`src/rtl/vector_output_drain.sv`:
```
// vector_output_drain
// Captures packed CPU output vectors into a small vector FIFO and drains
// each buffered vector as a stream of OUTPUT_WIDTH-bit elements over a
// valid/ready interface, element 0 (least-significant slice) first.
// The vector being streamed stays at the FIFO head until its last element
// transfers. Occupancy therefore counts it, and it is popped on that final
// transfer. VECTOR_SIZE must be at least 2 and FIFO_DEPTH a power of two >= 2.

module vector_output_drain #(
    parameter int VECTOR_SIZE  = 8,
    parameter int OUTPUT_WIDTH = 8,
    parameter int FIFO_DEPTH   = 4,
    parameter int COUNT_WIDTH  = 16
) (
    input  logic                                clock,
    input  logic                                reset,
    input  logic [VECTOR_SIZE*OUTPUT_WIDTH-1:0] out,
    input  logic                                outFlag,
    output logic [OUTPUT_WIDTH-1:0]             elem_data,
    output logic                                elem_valid,
    input  logic                                elem_ready,
    output logic                                elem_last,
    output logic                                overflow,
    output logic [COUNT_WIDTH-1:0]              vec_count,
    output logic                                busy
);

    localparam int VEC_W = VECTOR_SIZE * OUTPUT_WIDTH;
    localparam int PTR_W = (FIFO_DEPTH > 1) ? $clog2(FIFO_DEPTH) : 1;
    localparam int OCC_W = PTR_W + 1;
    localparam int IDX_W = (VECTOR_SIZE > 1) ? $clog2(VECTOR_SIZE) : 1;

    localparam logic [IDX_W-1:0] LAST_IDX = IDX_W'(VECTOR_SIZE - 1);
    localparam logic [OCC_W-1:0] OCC_FULL = OCC_W'(FIFO_DEPTH);

    typedef enum logic {
        IDLE = 1'b0,
        SEND = 1'b1
    } state_t;

    // Vector storage and FIFO bookkeeping
    logic [VEC_W-1:0] mem [FIFO_DEPTH];
    logic [PTR_W-1:0] head_reg;
    logic [PTR_W-1:0] tail_reg;
    logic [OCC_W-1:0] occ_reg;

    // Streaming side
    state_t            state_reg;
    logic [VEC_W-1:0]  shift_reg;
    logic [IDX_W-1:0]  idx_reg;
    logic              elem_valid_reg;
    logic              elem_last_reg;
    logic              overflow_reg;
    logic [COUNT_WIDTH-1:0] vec_count_reg;

    // Per-edge events
    logic             xfer;
    logic             pop;
    logic             push;
    logic             drop;
    logic             more_after_pop;
    logic [PTR_W-1:0] head_next_ptr;
    logic [VEC_W-1:0] follow_vec;

    assign xfer = (state_reg == SEND) && elem_valid_reg && elem_ready;
    assign pop  = xfer && (idx_reg == LAST_IDX);

    // A pop on the same edge frees a slot, so a full FIFO still accepts.
    assign push = outFlag && ((occ_reg != OCC_FULL) || pop);
    assign drop = outFlag && !push;

    // After popping the head, another vector is present if one was already
    // queued behind it, or if one is being pushed on this very edge.
    assign more_after_pop = (occ_reg > OCC_W'(1)) || push;
    assign head_next_ptr  = head_reg + PTR_W'(1);

    // The vector following the head comes from storage when it was queued
    // earlier; with only the head stored it can only be the incoming push.
    assign follow_vec = (occ_reg > OCC_W'(1)) ? mem[head_next_ptr] : out;

    // Vector storage write port; contents need no reset since the pointers gate use
    always_ff @(posedge clock) begin
        if (push) begin
            mem[tail_reg] <= out;
        end
    end

    // FIFO pointers and occupancy
    always_ff @(posedge clock) begin
        if (reset) begin
            head_reg <= '0;
            tail_reg <= '0;
            occ_reg  <= '0;
        end else begin
            if (push) begin
                tail_reg <= tail_reg + PTR_W'(1);
            end
            if (pop) begin
                head_reg <= head_next_ptr;
            end
            occ_reg <= occ_reg + OCC_W'(push) - OCC_W'(pop);
        end
    end

    // Accepted-vector counter and sticky overflow flag
    always_ff @(posedge clock) begin
        if (reset) begin
            vec_count_reg <= '0;
            overflow_reg  <= 1'b0;
        end else begin
            if (push) begin
                vec_count_reg <= vec_count_reg + COUNT_WIDTH'(1);
            end
            if (drop) begin
                overflow_reg <= 1'b1;
            end
        end
    end

    // Drain FSM: loads the head vector and shifts one element out per transfer
    always_ff @(posedge clock) begin
        if (reset) begin
            state_reg      <= IDLE;
            shift_reg      <= '0;
            idx_reg        <= '0;
            elem_valid_reg <= 1'b0;
            elem_last_reg  <= 1'b0;
        end else begin
            case (state_reg)
                IDLE: begin
                    if (occ_reg != '0) begin
                        shift_reg      <= mem[head_reg];
                        idx_reg        <= '0;
                        elem_valid_reg <= 1'b1;
                        elem_last_reg  <= 1'b0;
                        state_reg      <= SEND;
                    end
                end
                SEND: begin
                    if (xfer) begin
                        if (idx_reg != LAST_IDX) begin
                            shift_reg     <= shift_reg >> OUTPUT_WIDTH;
                            idx_reg       <= idx_reg + IDX_W'(1);
                            elem_last_reg <= ((idx_reg + IDX_W'(1)) == LAST_IDX);
                        end else if (more_after_pop) begin
                            shift_reg      <= follow_vec;
                            idx_reg        <= '0;
                            elem_valid_reg <= 1'b1;
                            elem_last_reg  <= 1'b0;
                        end else begin
                            idx_reg        <= '0;
                            elem_valid_reg <= 1'b0;
                            elem_last_reg  <= 1'b0;
                            state_reg      <= IDLE;
                        end
                    end
                end
                default: begin
                    state_reg      <= IDLE;
                    elem_valid_reg <= 1'b0;
                    elem_last_reg  <= 1'b0;
                end
            endcase
        end
    end

    assign elem_data  = shift_reg[OUTPUT_WIDTH-1:0];
    assign elem_valid = elem_valid_reg;
    assign elem_last  = elem_last_reg;
    assign overflow   = overflow_reg;
    assign vec_count  = vec_count_reg;
    assign busy       = (occ_reg != '0) || (state_reg != IDLE);

endmodule

```
`config.mk`:
```
export PLATFORM = sky130hd
export DESIGN_NAME = vector_output_drain
export DESIGN_NICKNAME = d
export VERILOG_FILES = /design/src/rtl/vector_output_drain.sv
export SDC_FILE = /design/constraint.sdc
export NUM_CORES = 1
export LEC_CHECK = 0
export ABC_CLOCK_PERIOD_IN_PS = 4200
export BUFFER_PORTS_ARGS = -buffer_cell sky130_fd_sc_hd__buf_4
export CORE_ASPECT_RATIO = 0.6
export CORE_MARGIN = 4
export CORE_UTILIZATION = 63
export CTS_BUF_LIST = sky130_fd_sc_hd__clkbuf_8
export DETAILED_ROUTE_END_ITERATION = 8
export PLACE_DENSITY = 0.85
export SYNTH_ARGS = -nofsm -noshare
export SYNTH_HDL_FRONTEND = slang
export SYNTH_SLANG_ARGS = --single-unit
```
`constraint.sdc`:
```
create_clock -name clock -period 4.2 [get_ports clock]
set_clock_uncertainty 0.1 [all_clocks]
set_input_delay 0.84 -clock clock [delete_from_list [all_inputs] [get_ports clock]]
set_output_delay 0.84 -clock clock [all_outputs]
set_load 0.05 [all_outputs]
```
==> results.py <==
metrics = {
    "status": {
        "outcome": "complete, no violations",
    },
    "place": {
        "place.gp.congestion": 0.808,
        "port_buffers": 95,
        "dpl.hpwl_mm": 26.1,
    },
    "clocking": {
        "worstSkewPairLatency_ns": 0.61,
        "cts_max_path_buffers": 3,
        "hold_buffers": 0,
        "cts.htree.levels": 2,
        "cts_resized": 0,
        "cts_made_buffers": 50,
        "cts_tree": "done",
        "cts_setup_buffers": 0,
        "cts_sinks": 352,
        "clockRootBuffer": "clkbuf_8",
        "cts.clk_slew.worst_paths_ns": 0.07,
    },
    "power_and_ir_drop": {
        "leakagePower_nw": 6.01,
        "internal_power_mw": 6.65,
        "clockPowerShare_pct": 27.4,
        "p_per_area_mw_per_mm2": 530,
        "p_switching_mw": 3.39,
        "seq_power_share_pct": 47.6,
        "swShare_pct": 33.7,
        "comb_power_share_pct": 25.0,
        "irDropWorstVdd_mv": 0.420,
    },
    "final_layout": {
        "diodes": 0,
        "area_growth_pct": 11.8,
        "largest_reg_flops": 256,
        "finalNetCount": 1448,
        "utilization_pct": 71.6,
        "drive_gt1_share_pct": 20.3,
    },
    "floorplan": {
        "die_h_um": 135,
        "die-area_mm2": 0.0297,
        "die_x_um": 220,
        "start_util_pct": 64.0,
        "row_count": 46,
        "core_area_mm2": 0.0265,
        "ios": 96,
    },
    "drt": {
        "drt_iter0_markers": 1673,
        "via_count": 12276,
        "viasPerCell": 6.94,
        "wl_per_cell_um": 25.0,
        "drt_pass1_iterations": 5,
        "drt_wl_total_mm": 44.3,
        "antenna_left": 0,
        "drc": 0,
    },
    "logic_synthesis": {
        "synth_seq_cells": 352,
        "yosysMostFrequentCell": "edfxtp_1",
        "syn-num-nets": 1398,
        "yosysSeqAreaShare_pct": 56.7,
        "post_synth.cell_area_avg_um2": 12.9,
        "synth-edff-count": 256,
        "yosysWarnings": 0,
        "synthFlopType": "edfxtp_1",
        "netlist_area_mm2": 0.0169,
        "synth_area_leaders": "edfxtp_1 (45%), dfxtp_1 (11%), mux4_2 (8.5%)",
        "async_reset_ff_share_pct": 0,
        "synthCells": 1317,
        "yosysTopAreaCell": "edfxtp_1",
        "synthDistinctLibCells": 58,
        "synth_top_cells_by_count": "edfxtp_1 (256), mux2i_1 (128), nor2_1 (127)",
        "synth_top_area_share_pct": 45.4,
    },
    "sta": {
        "rsz0062_at_grt": "no",
        "fin_crit_sh_pct": 82.5,
        "setup_tns_ns": 0,
        "timing.slew.headroom_pct": 20.0,
        "timing.fmax_ghz": 0.289,
        "maxSlewViolCount": 0,
        "hold_viol_final": 0,
        "tightest_slew_ns": 1.20,
        "period_needed_ns": 3.47,
        "setup_viol": 0,
    },
    "critical_path": {
        "r2r_cells": 6,
        "crit_type": "register to output pin",
        "crit_path_frequent_cell": "buf_4",
        "cp_cell_sequence": "nor4_4 > buf_4 > inv_1 > buf_4",
        "crit_path_max_fanout": 66,
        "slowest_stage": "buf_4",
        "regToRegEndpoint": "mem[0][61]",
        "reg2reg_from": "idx_reg[1]",
        "slowest_delay_ns": 0.71,
        "r2r_slack_ns": 0.93,
        "crit_arrival_ns": 2.53,
        "cp-start-kind": "register",
        "cp-end-kind": "output pin",
        "crit_required_ns": 3.26,
    },
    "grt": {
        "antenna_found_initial": 0,
        "grt_use_total_pct": 29.9,
        "grt_util_met2_pct": 44.8,
        "grt_pass1_vias": 12050,
        "use_met3_pct": 7.02,
        "grtUsageMet1_pct": 44.7,
        "gr-max-usage-layer": "met2",
        "grt_max_degree": 67,
        "grt_pass1_wl_mm": 69.1,
        "grt.overflow.total": 0,
    },
    "min_path": {
        "hold_end": "mem[3][0]",
        "hold_class": "input port to register",
        "hold_depth": 1,
        "min_from": "out[0]",
    },
    "run": {
        "maxCapViolCount": 0,
    },
}
cells by family after synthesis:
group	after synthesis	synth area share, %
fa+ha+maj	13	1.00
simple gates	252	6.50
flops	352	56.7
mux	192	16.1
xor+xnor	11	0.568
compound gates	358	15.4
buf+inv	139	3.74
worst max-delay path: cells and delay by family (launching register included):
kind	cells	cell delay, ns
buffers and inverters	3	1.03
DFF	1	0.53
and+or+nand+nor	1	0.37
layer usage:
| metal | vias to the layer above | wire (um) |
|---|---|---|
| met2 | 796 | 20100 |
| met5 | - | 0 |
| met1 | 6063 | 18000 |
| met4 | 0 | 706 |
| met3 | 85 | 5410 |
| li1 | 5332 | - |
worst max-delay path by stage:
| stage | startpoint | endpoint | depth (start not counted) |
|---|---|---|---|
| 6_report | state_reg | busy | 4 |
| 5_1_grt | state_reg | busy | 4 |
| 4_1_cts | state_reg | busy | 4 |
| 3_5_place_dp | idx_reg[1] | mem[2][34] | 6 |
| 3_3_place_gp | elem_ready | mem[0][34] | 5 |
| 2_1_floorplan | elem_ready | mem[0][0] | 4 |
final cells by class:
type | count | area (um2)
Inverter | 13 | 48.8
Clock buffer | 64 | 881
Timing Repair Buffer | 124 | 1060
Multi-Input combinational cell | 826 | 6760
Tap cell | 360 | 450
Sequential cell | 352 | 9620
Clock inverter | 30 | 144
Fill cell | 1762 | 7520
cells in the final DEF, fill, tap and decap left out, drive strengths merged, types with 3 or more instances in the layout:
cell type  count
a2111oi       56
a21oi         24
a221oi         8
a31oi         57
and2           6
and3          11
buf          124
clkbuf        64
clkinv         9
dfxtp         96
edfxtp       256
ha            12
inv           33
mux2i        128
mux4          64
nand2         71
nand3          7
nand4          3
nor2         127
nor2b          4
o2111ai        5
o21ai         63
o21bai        63
o22ai          8
o311ai        63
or2            3
or3            8
xnor2          4
xor2           7
per-stage QoR:
step                cell area, um2  worst slack (ns)  hold slack [ns]  instances  total power, mW
floorplan                    16900             0.564            0.336       1317             6.41
global placement             17900              1.04            0.343       1675             7.15
detailed placement           17900             0.961            0.356       1675             7.26
CTS                          19000             0.739            0.317       1769             9.98
global route                 19000             0.581            0.308       1769             10.5
finish                       19000             0.734            0.337       1769             10.0
power groups by stage:
stage	clock network (mW)	registers (mW)	logic, mW
2_1_floorplan	0	4.64	1.77
6_report	2.75	4.78	2.51
4_1_cts	2.77	4.75	2.46
5_1_grt	2.95	4.82	2.70
3_3_place_gp	0	4.79	2.36
3_5_place_dp	0	4.81	2.45
No activity file was read; power rests on OpenSTA's default activity.
